--- src/rtl/sign_pkg.sv ---
// Shared definitions for the signed-narrowing unit: mode encoding and the
// saturation-limit helper used to build the clamp constants.
package sign_pkg;

    localparam logic MODE_SAT  = 1'b0;
    localparam logic MODE_WRAP = 1'b1;

    // Wide enough for any practical output width; callers keep the low bits.
    localparam int unsigned LIMIT_W = 64;
    localparam logic [LIMIT_W-1:0] LIMIT_ONE = {{(LIMIT_W-1){1'b0}}, 1'b1};

    // Most positive (negative = 0) or most negative (negative = 1) two's
    // complement value representable in 'width' bits, zero/one extended.
    function automatic logic [LIMIT_W-1:0] sat_limit(input int unsigned width,
                                                     input logic        negative);
        logic [LIMIT_W-1:0] msb_only;
        msb_only = LIMIT_ONE << (width - 1);
        if (negative) begin
            return ~(msb_only - LIMIT_ONE);
        end
        return msb_only - LIMIT_ONE;
    endfunction

endpackage

--- src/rtl/narrow_classify.sv ---
// Combinational fit test for an incoming sample and the saturate/wrap select
// applied to a sample already captured in the first pipeline stage.
module narrow_classify
    import sign_pkg::*;
#(
    parameter int IN_W  = 8,
    parameter int OUT_W = 4
) (
    input  logic [IN_W-OUT_W:0] check_bits,
    output logic                fits,
    input  logic                sel_sign,
    input  logic [OUT_W-1:0]    sel_low,
    input  logic                sel_mode,
    input  logic                sel_fits,
    output logic [OUT_W-1:0]    result
);

    localparam logic [LIMIT_W-1:0] MAX_FULL = sat_limit(OUT_W, 1'b0);
    localparam logic [LIMIT_W-1:0] MIN_FULL = sat_limit(OUT_W, 1'b1);
    localparam logic [OUT_W-1:0]   MAX_VAL  = MAX_FULL[OUT_W-1:0];
    localparam logic [OUT_W-1:0]   MIN_VAL  = MIN_FULL[OUT_W-1:0];

    // check_bits holds in_data[IN_W-1:OUT_W-1]; the value fits only when
    // every one of those bits is a copy of the sign bit.
    logic [IN_W-OUT_W-1:0] same_as_sign;

    generate
        for (genvar gi = 0; gi < IN_W - OUT_W; gi++) begin : g_sign_cmp
            assign same_as_sign[gi] = (check_bits[gi] == check_bits[IN_W-OUT_W]);
        end
    endgenerate

    assign fits = &same_as_sign;

    always_comb begin
        result = sel_low;
        if (!sel_fits && (sel_mode == MODE_SAT)) begin
            result = sel_sign ? MIN_VAL : MAX_VAL;
        end
    end

endmodule

--- src/rtl/sign_narrow.sv ---
// Two-stage valid/ready pipeline narrowing signed IN_W-bit samples to OUT_W
// bits, with per-sample overflow flag, sticky overflow and saturating counter.
module sign_narrow
    import sign_pkg::*;
#(
    parameter int IN_W  = 8,
    parameter int OUT_W = 4,
    parameter int CNT_W = 8
) (
    input  logic             clk,
    input  logic             rst,
    input  logic             in_valid,
    output logic             in_ready,
    input  logic [IN_W-1:0]  in_data,
    input  logic             mode,
    output logic             out_valid,
    input  logic             out_ready,
    output logic [OUT_W-1:0] out_data,
    output logic             out_ovf,
    output logic             ovf_sticky,
    output logic [CNT_W-1:0] ovf_cnt,
    input  logic             clr
);

    localparam logic [CNT_W-1:0] CNT_MAX = '1;
    localparam logic [CNT_W-1:0] CNT_ONE = CNT_W'(1);

    // Stage 1 keeps only the bits of in_data that matter once the fit test
    // is done: the sign and the low OUT_W bits.
    logic             s1_valid_reg;
    logic             s1_sign_reg;
    logic [OUT_W-1:0] s1_low_reg;
    logic             s1_mode_reg;
    logic             s1_fits_reg;

    logic             out_valid_reg;
    logic [OUT_W-1:0] out_data_reg;
    logic             out_ovf_reg;
    logic             sticky_reg;
    logic [CNT_W-1:0] cnt_reg;

    logic             s2_adv;
    logic             s1_adv;
    logic             accept;
    logic             ovf_event;
    logic             in_fits;
    logic [OUT_W-1:0] narrowed;

    assign s2_adv    = ~out_valid_reg | out_ready;
    assign s1_adv    = ~s1_valid_reg | s2_adv;
    assign in_ready  = s1_adv & ~rst;
    assign accept    = in_valid & in_ready;
    assign ovf_event = out_valid_reg & out_ready & out_ovf_reg;

    narrow_classify #(
        .IN_W  (IN_W),
        .OUT_W (OUT_W)
    ) u_classify (
        .check_bits (in_data[IN_W-1:OUT_W-1]),
        .fits       (in_fits),
        .sel_sign   (s1_sign_reg),
        .sel_low    (s1_low_reg),
        .sel_mode   (s1_mode_reg),
        .sel_fits   (s1_fits_reg),
        .result     (narrowed)
    );

    always_ff @(posedge clk) begin
        if (rst) begin
            s1_valid_reg  <= 1'b0;
            s1_sign_reg   <= 1'b0;
            s1_low_reg    <= '0;
            s1_mode_reg   <= MODE_SAT;
            s1_fits_reg   <= 1'b1;
            out_valid_reg <= 1'b0;
            out_data_reg  <= '0;
            out_ovf_reg   <= 1'b0;
        end else begin
            if (s2_adv) begin
                out_valid_reg <= s1_valid_reg;
                if (s1_valid_reg) begin
                    out_data_reg <= narrowed;
                    out_ovf_reg  <= ~s1_fits_reg;
                end
            end
            if (s1_adv) begin
                s1_valid_reg <= accept;
                if (accept) begin
                    s1_sign_reg <= in_data[IN_W-1];
                    s1_low_reg  <= in_data[OUT_W-1:0];
                    s1_mode_reg <= mode;
                    s1_fits_reg <= in_fits;
                end
            end
        end
    end

    // A clear in the same cycle as a counted event leaves exactly that event.
    always_ff @(posedge clk) begin
        if (rst) begin
            sticky_reg <= 1'b0;
            cnt_reg    <= '0;
        end else if (clr) begin
            sticky_reg <= ovf_event;
            cnt_reg    <= ovf_event ? CNT_ONE : '0;
        end else if (ovf_event) begin
            sticky_reg <= 1'b1;
            if (cnt_reg != CNT_MAX) begin
                cnt_reg <= cnt_reg + CNT_ONE;
            end
        end
    end

    assign out_valid  = out_valid_reg;
    assign out_data   = out_data_reg;
    assign out_ovf    = out_ovf_reg;
    assign ovf_sticky = sticky_reg;
    assign ovf_cnt    = cnt_reg;

endmodule
--- config.mk ---
export PLATFORM = sky130hd
export DESIGN_NAME = sign_narrow
export DESIGN_NICKNAME = d
export VERILOG_FILES = /design/src/rtl/sign_pkg.sv /design/src/rtl/narrow_classify.sv /design/src/rtl/sign_narrow.sv
export SDC_FILE = /design/constraint.sdc
export NUM_CORES = 1
export LEC_CHECK = 0
export ABC_AREA = 1
export CORE_ASPECT_RATIO = 1.4
export CORE_MARGIN = 8
export CORE_UTILIZATION = 47
export DETAILED_ROUTE_END_ITERATION = 10
export PLACE_DENSITY = 0.78
export SYNTH_ARGS = -nofsm -noshare
export SYNTH_HDL_FRONTEND = slang
export SYNTH_SLANG_ARGS = --single-unit
export TNS_END_PERCENT = 20
--- constraint.sdc ---
create_clock -name clk -period 2.92 [get_ports clk]
set_input_delay 0.438 -clock clk [delete_from_list [all_inputs] [get_ports clk]]
set_output_delay 0.438 -clock clk [all_outputs]
set_load 0.02 [all_outputs]
==> impl_metrics.toml, run 1 <==
[logic_synthesis]
synth_seq_cells = 23
synth_warnings = 0
syn_inst = 156
ys_types = 18
syn_nets = 171
yosysTopAreaCell = "dfxtp_1"
synth_area_per_cell_sq_um = 6.882
netlist_area_sq_um = 1074
synth_area_leaders = "dfxtp_1, nand3_1, nand2_1"
yosysSeqAreaShare_pct = 42.89
yosysTopAreaCellShare_pct = 42.89

[layout]
drive_gt1_share_pct = 7.979
area_delta_synth_final_pct = 31.93
fillers = 214
largest_reg_flops = 8
diodes = 0
final_cell_mix = "nand2_1, clkdlybuf4s50_1, nand3_1"
layout_commonest_cell = "nand2_1"
final_nets = 204

[clock_tree]
cts_buffers = 3
post_cts_buffers = 0
cts_buffer_depth = 2
ctsResizeCount = 0
clk_pin_slew_ns = 0.12
postCtsHoldBufs = 0
h-tree-depth = 1
cts_root_buf = "clkbuf_4"
tritoncts = "yes"
cts.sinks = 23
clk_latency_ns = 0.30

[grt]
grt_max_degree = 13
grt_pass1_vias = 1171
grt_usage_pct = 14.16
grt_overflow = 0
grt_first_pass_wirelength_microns = 4926
grt_antenna_before_repair = 0

[outcome]
run_status = "complete, no violations"

[sta]
drv_slew = 0
finalCritPeriodShare_pct = 80.05
worst_slack_ns = 0.5825
timing.slew.headroom_pct = 70.20
fin_skew_ns = 0.007383
hold_violations = 0
maxClockFrequency_mhz = 427.8
setup_tns_ns = 0
period_needed_ns = 2.337
tightest_slew_ns = 0.4454
grt_setup_unrepaired = "false"
setup_viol_count_final = 0

[pwr]
swShare_pct = 25.46
pwr-share-clk_pct = 25.5
leakage_nw = 0.5787
internal_power_mw = 0.4199
p_sw_mw = 0.1434
power.density_nw_per_um2 = 397.7
ir_worst_vdd_v = 0.0002361
pwr-share-comb_pct = 15.0
power.total_mw = 0.5633
seq_power_share_pct = 59.6

[flow_run]
drv_cap = 0

[floorplan]
io_pins = 30
row_count = 20
dieWidth_microns = 56.39
core-area_sq_um = 2177
die_y_microns = 72.55
fp.dieArea_sq_um = 4091
initial_core_util_pct = 49.31

[worst_setup_path]
crit_fanout = 8
worstPathRequired_ns = 2.48
cp-start-kind = "primary input"
cp-endpoint = "in_ready"
worst-setup-path-type = "primary input to output port"
reg2reg_to = "ovf_cnt[5]"
r2r-start = "ovf_cnt[0]"
startpoint = "rst"
end_kind = "output port"
worst-r2r-setup-slack_ns = 1.48
reg2reg_depth = 8
cp.arrival_ns = 1.90

[drt]
drtPass1Iterations = 4
dr_total_vias = 1117
wl_per_cell_microns = 12.59
ant_nets = 0
drc = 0
first_iter_violations = 26
wl_microns = 2644
via_per_inst = 5.319

[place]
dpl_worst_slack_ns = 0.5806
gp_congestion = 0.8924
hpwl_microns = 2187
numPortBuffers = 29

[worst_hold_path]
min_path_cells = 1
min_path_type = "flop to flop"
routing by layer:
metal / up-vias / GRT usage [%] / part of all wire, %
li1: 573 / - / -
met1: 512 / 14.53 / 38
met2: 30 / 27.32 / 56
met3: 2 / 3.316 / 5.0
met4: 0 / 4.021 / 0.53
met5: - / 0 / 0
cells by family after synthesis:
group / synth area share, %
AO/OA/AOI/OAI: 11.07
adder cells (fa/ha/maj): 1.165
buffers and inverters: 7.108
flip-flops: 42.89
AND/OR/NAND/NOR: 37.76
worst min path at each step:
stage	end	slack [ns]	from
5_1_grt	out_ovf	0.49	s1_fits_reg
3_3_place_gp	out_ovf	0.41	s1_fits_reg
3_5_place_dp	out_ovf	0.42	s1_fits_reg
4_1_cts	out_ovf	0.44	s1_fits_reg
2_1_floorplan	out_ovf	0.41	s1_fits_reg
6_report	out_ovf	0.44	s1_fits_reg
metrics by stage:
step | hold WS (ns) | utilization [%] | instance area (sq um) | instances
floorplan | 0.4052 | - | 1074 | 156
global route | 0.4855 | 65.06 | 1416 | 210
CTS | 0.4375 | 65.06 | 1416 | 210
finish | 0.4368 | 65.06 | 1416 | 210
global placement | 0.4128 | 63.85 | 1390 | 206
detailed placement | 0.4188 | 63.85 | 1390 | 206
power groups by stage:
stage,clock network (mW),registers (mW),logic (mW)
after floorplan,0,0.347,0.0366
after global placement,0,0.342,0.0829
after detailed placement,0,0.343,0.0849
after CTS,0.149,0.336,0.0852
after global routing,0.159,0.337,0.0943
final,0.143,0.336,0.0842
final cells by class:
type | instances | area (sq um) | area share [%]
Multi-Input combinational cell | 113 | 536.8 | 37.90
Sequential cell | 23 | 460.4 | 32.51
Timing Repair Buffer | 30 | 297.8 | 21.02
Inverter | 18 | 67.56 | 4.770
Tap cell | 22 | 27.53 | 1.943
Clock buffer | 4 | 26.28 | 1.855
worst max-delay path, cell delays in order:
cell	delay, ns
clkdlybuf4s50_1	0.52
inv_1	0.11
nand2_1	0.07
inv_2	0.13
clkdlybuf4s50_1	0.63
synthesized netlist by cell type (all sizes together):
cell and n:
clkbuf 1, dfxtp 23, nor2 17, nand3b 1, nand3 28, nor3 2, ha 1, nand2 40
nand4 1, o21ai 8, buf 1, a21oi 15, inv 18
Power figures use the tool's default switching activity.
==> run 2: changes to the inputs <==
--- a/config.mk
+++ b/config.mk
@@ -8,9 +8,9 @@
 export ABC_AREA = 1
 export CORE_ASPECT_RATIO = 1.4
 export CORE_MARGIN = 8
-export CORE_UTILIZATION = 47
+export CORE_UTILIZATION = 42
 export DETAILED_ROUTE_END_ITERATION = 10
-export PLACE_DENSITY = 0.78
+export PLACE_DENSITY = 0.73
 export SYNTH_ARGS = -nofsm -noshare
 export SYNTH_HDL_FRONTEND = slang
 export SYNTH_SLANG_ARGS = --single-unit
==> constraint.sdc (replaced) <==
create_clock -name clk -period 2.05 [get_ports clk]
set_input_delay 0.3075 -clock clk [delete_from_list [all_inputs] [get_ports clk]]
set_output_delay 0.3075 -clock clk [all_outputs]
set_load 0.02 [all_outputs]
==> impl_metrics.toml, run 2 (synthesis gave the netlist of run 1 again) <==
[layout]
fin_cells = 224
area_delta_synth_final_pct = 34.85
final_cell_mix = "nand2_1, clkdlybuf4s50_1, nand3_1"
diodes = 0
final_nets = 206
layout_commonest_cell = "nand2_1"
largest_reg_flops = 8
drive_gt1_share_pct = 9.474

[worst_setup_path]
end_kind = "output port"
reg2reg_depth = 8
reg2reg_to = "ovf_cnt[5]"
worst-r2r-setup-slack_ns = 0.65
crit_fanout = 2
worstPathRequired_ns = 1.74
worst-setup-path-type = "primary input to output port"
cp.arrival_ns = 1.66
r2r-start = "ovf_cnt[0]"
cp-start-kind = "primary input"

[worst_hold_path]
min_to = "out_ovf"
min_path_type = "flop to flop"
min_path_cells = 1
hp-start = "s1_fits_reg"

[pwr]
power.density_nw_per_um2 = 556.5
leakage_nw = 0.5911
ir_worst_vdd_v = 0.0003555

[sta]
finalCritPeriodShare_pct = 95.88
timing.slew.headroom_pct = 72.92
drv_slew = 0
hold_violations = 0
maxClockFrequency_mhz = 508.8
setup_tns_ns = 0
setup_viol_count_final = 0
grt_setup_unrepaired = "false"
tightest_slew_ns = 0.4048
fin_skew_ns = 0.007453
period_needed_ns = 1.965

[grt]
grt_first_pass_wirelength_microns = 4422
grt_antenna_before_repair = 0
grt_max_degree = 14
grt_usage_pct = 12.31
grt_pass1_vias = 1083
grt_overflow = 0

[clock_tree]
clk_latency_ns = 0.30
tritoncts = "yes"
post_cts_buffers = 0
cts_buffer_depth = 2
postCtsHoldBufs = 0
ctsResizeCount = 0
clk_pin_slew_ns = 0.12
cts_buffers = 3
h-tree-depth = 1
cts.sinks = 23
cts_root_buf = "clkbuf_4"

[drt]
dr_total_vias = 1118
drtPass1Iterations = 5
ant_nets = 0
wl_per_cell_microns = 11.33
via_per_inst = 4.991
wl_microns = 2539
first_iter_violations = 21
drc = 0

[floorplan]
row_count = 21
core-area_sq_um = 2417
initial_core_util_pct = 44.41
die_y_microns = 75.82
dieWidth_microns = 58.73
fp.dieArea_sq_um = 4453
io_pins = 30

[outcome]
run_status = "complete, no violations"

[place]
gp_congestion = 0.9079
numPortBuffers = 29
dp_cells = 220
hpwl_microns = 2115

[flow_run]
drv_cap = 0
## run 2: changes by cell type in the layout (fill, tap and decap cells not counted)
cell      delta
clkbuf_1     -1
clkinv_2     +1
buf_4        +2
## run 2: worst max path at each step
stage,start,slack [ns],end
finish,out_ready,0.08,in_ready
floorplan,ovf_cnt[0],0.63,ovf_cnt[5]
global placement,out_ready,0.09,in_ready
global route,out_ready,0.003,in_ready
CTS,out_ready,0.07,in_ready
detailed placement,out_ready,0.08,in_ready
## run 2: cell type report
type                            count  area, sq um
Fill cell                         238        969.7
Multi-Input combinational cell    113        536.8
Sequential cell                    23        460.4
Timing Repair Buffer               32        312.8
Inverter                           18        67.56
Tap cell                           34        42.54
Clock buffer                        3        22.52
Clock inverter                      1        5.005
## run 2: worst max-delay path, cell delays in order
cell and delay, ns:
clkdlybuf4s50_1 0.48, inv_1 0.06, nand3_1 0.08, nand2_1 0.07
inv_2 0.06, clkdlybuf4s50_1 0.60
## run 2: stage by stage
stage               power (mW)  util (%)  cell area (sq um)  hold WS (ns)  worst slack, ns
floorplan               0.5470         -               1074        0.3766           0.6349
global placement        0.6077     58.75               1420        0.4177          0.08690
detailed placement      0.6113     58.75               1420        0.4222          0.07969
CTS                     0.8179     59.89               1448        0.4407          0.07279
global route            0.8473     59.89               1448        0.4713         0.003199
finish                  0.8056     59.89               1448        0.4420          0.08451
## run 2: metal layers
metal | vias up | global-route usage, % | part of all wire [%]
met5 | - | 0 | 0
met4 | 0 | 4.800 | 0.71
met3 | 2 | 2.703 | 5.6
met2 | 34 | 24.09 | 54
met1 | 497 | 12.09 | 40
li1 | 585 | - | -
## run 2: power by group
group          internal (mW)  switching (mW)  total, mW
logic                 0.0590          0.0631      0.122
clock network         0.0727           0.133      0.205
registers              0.466          0.0121      0.478
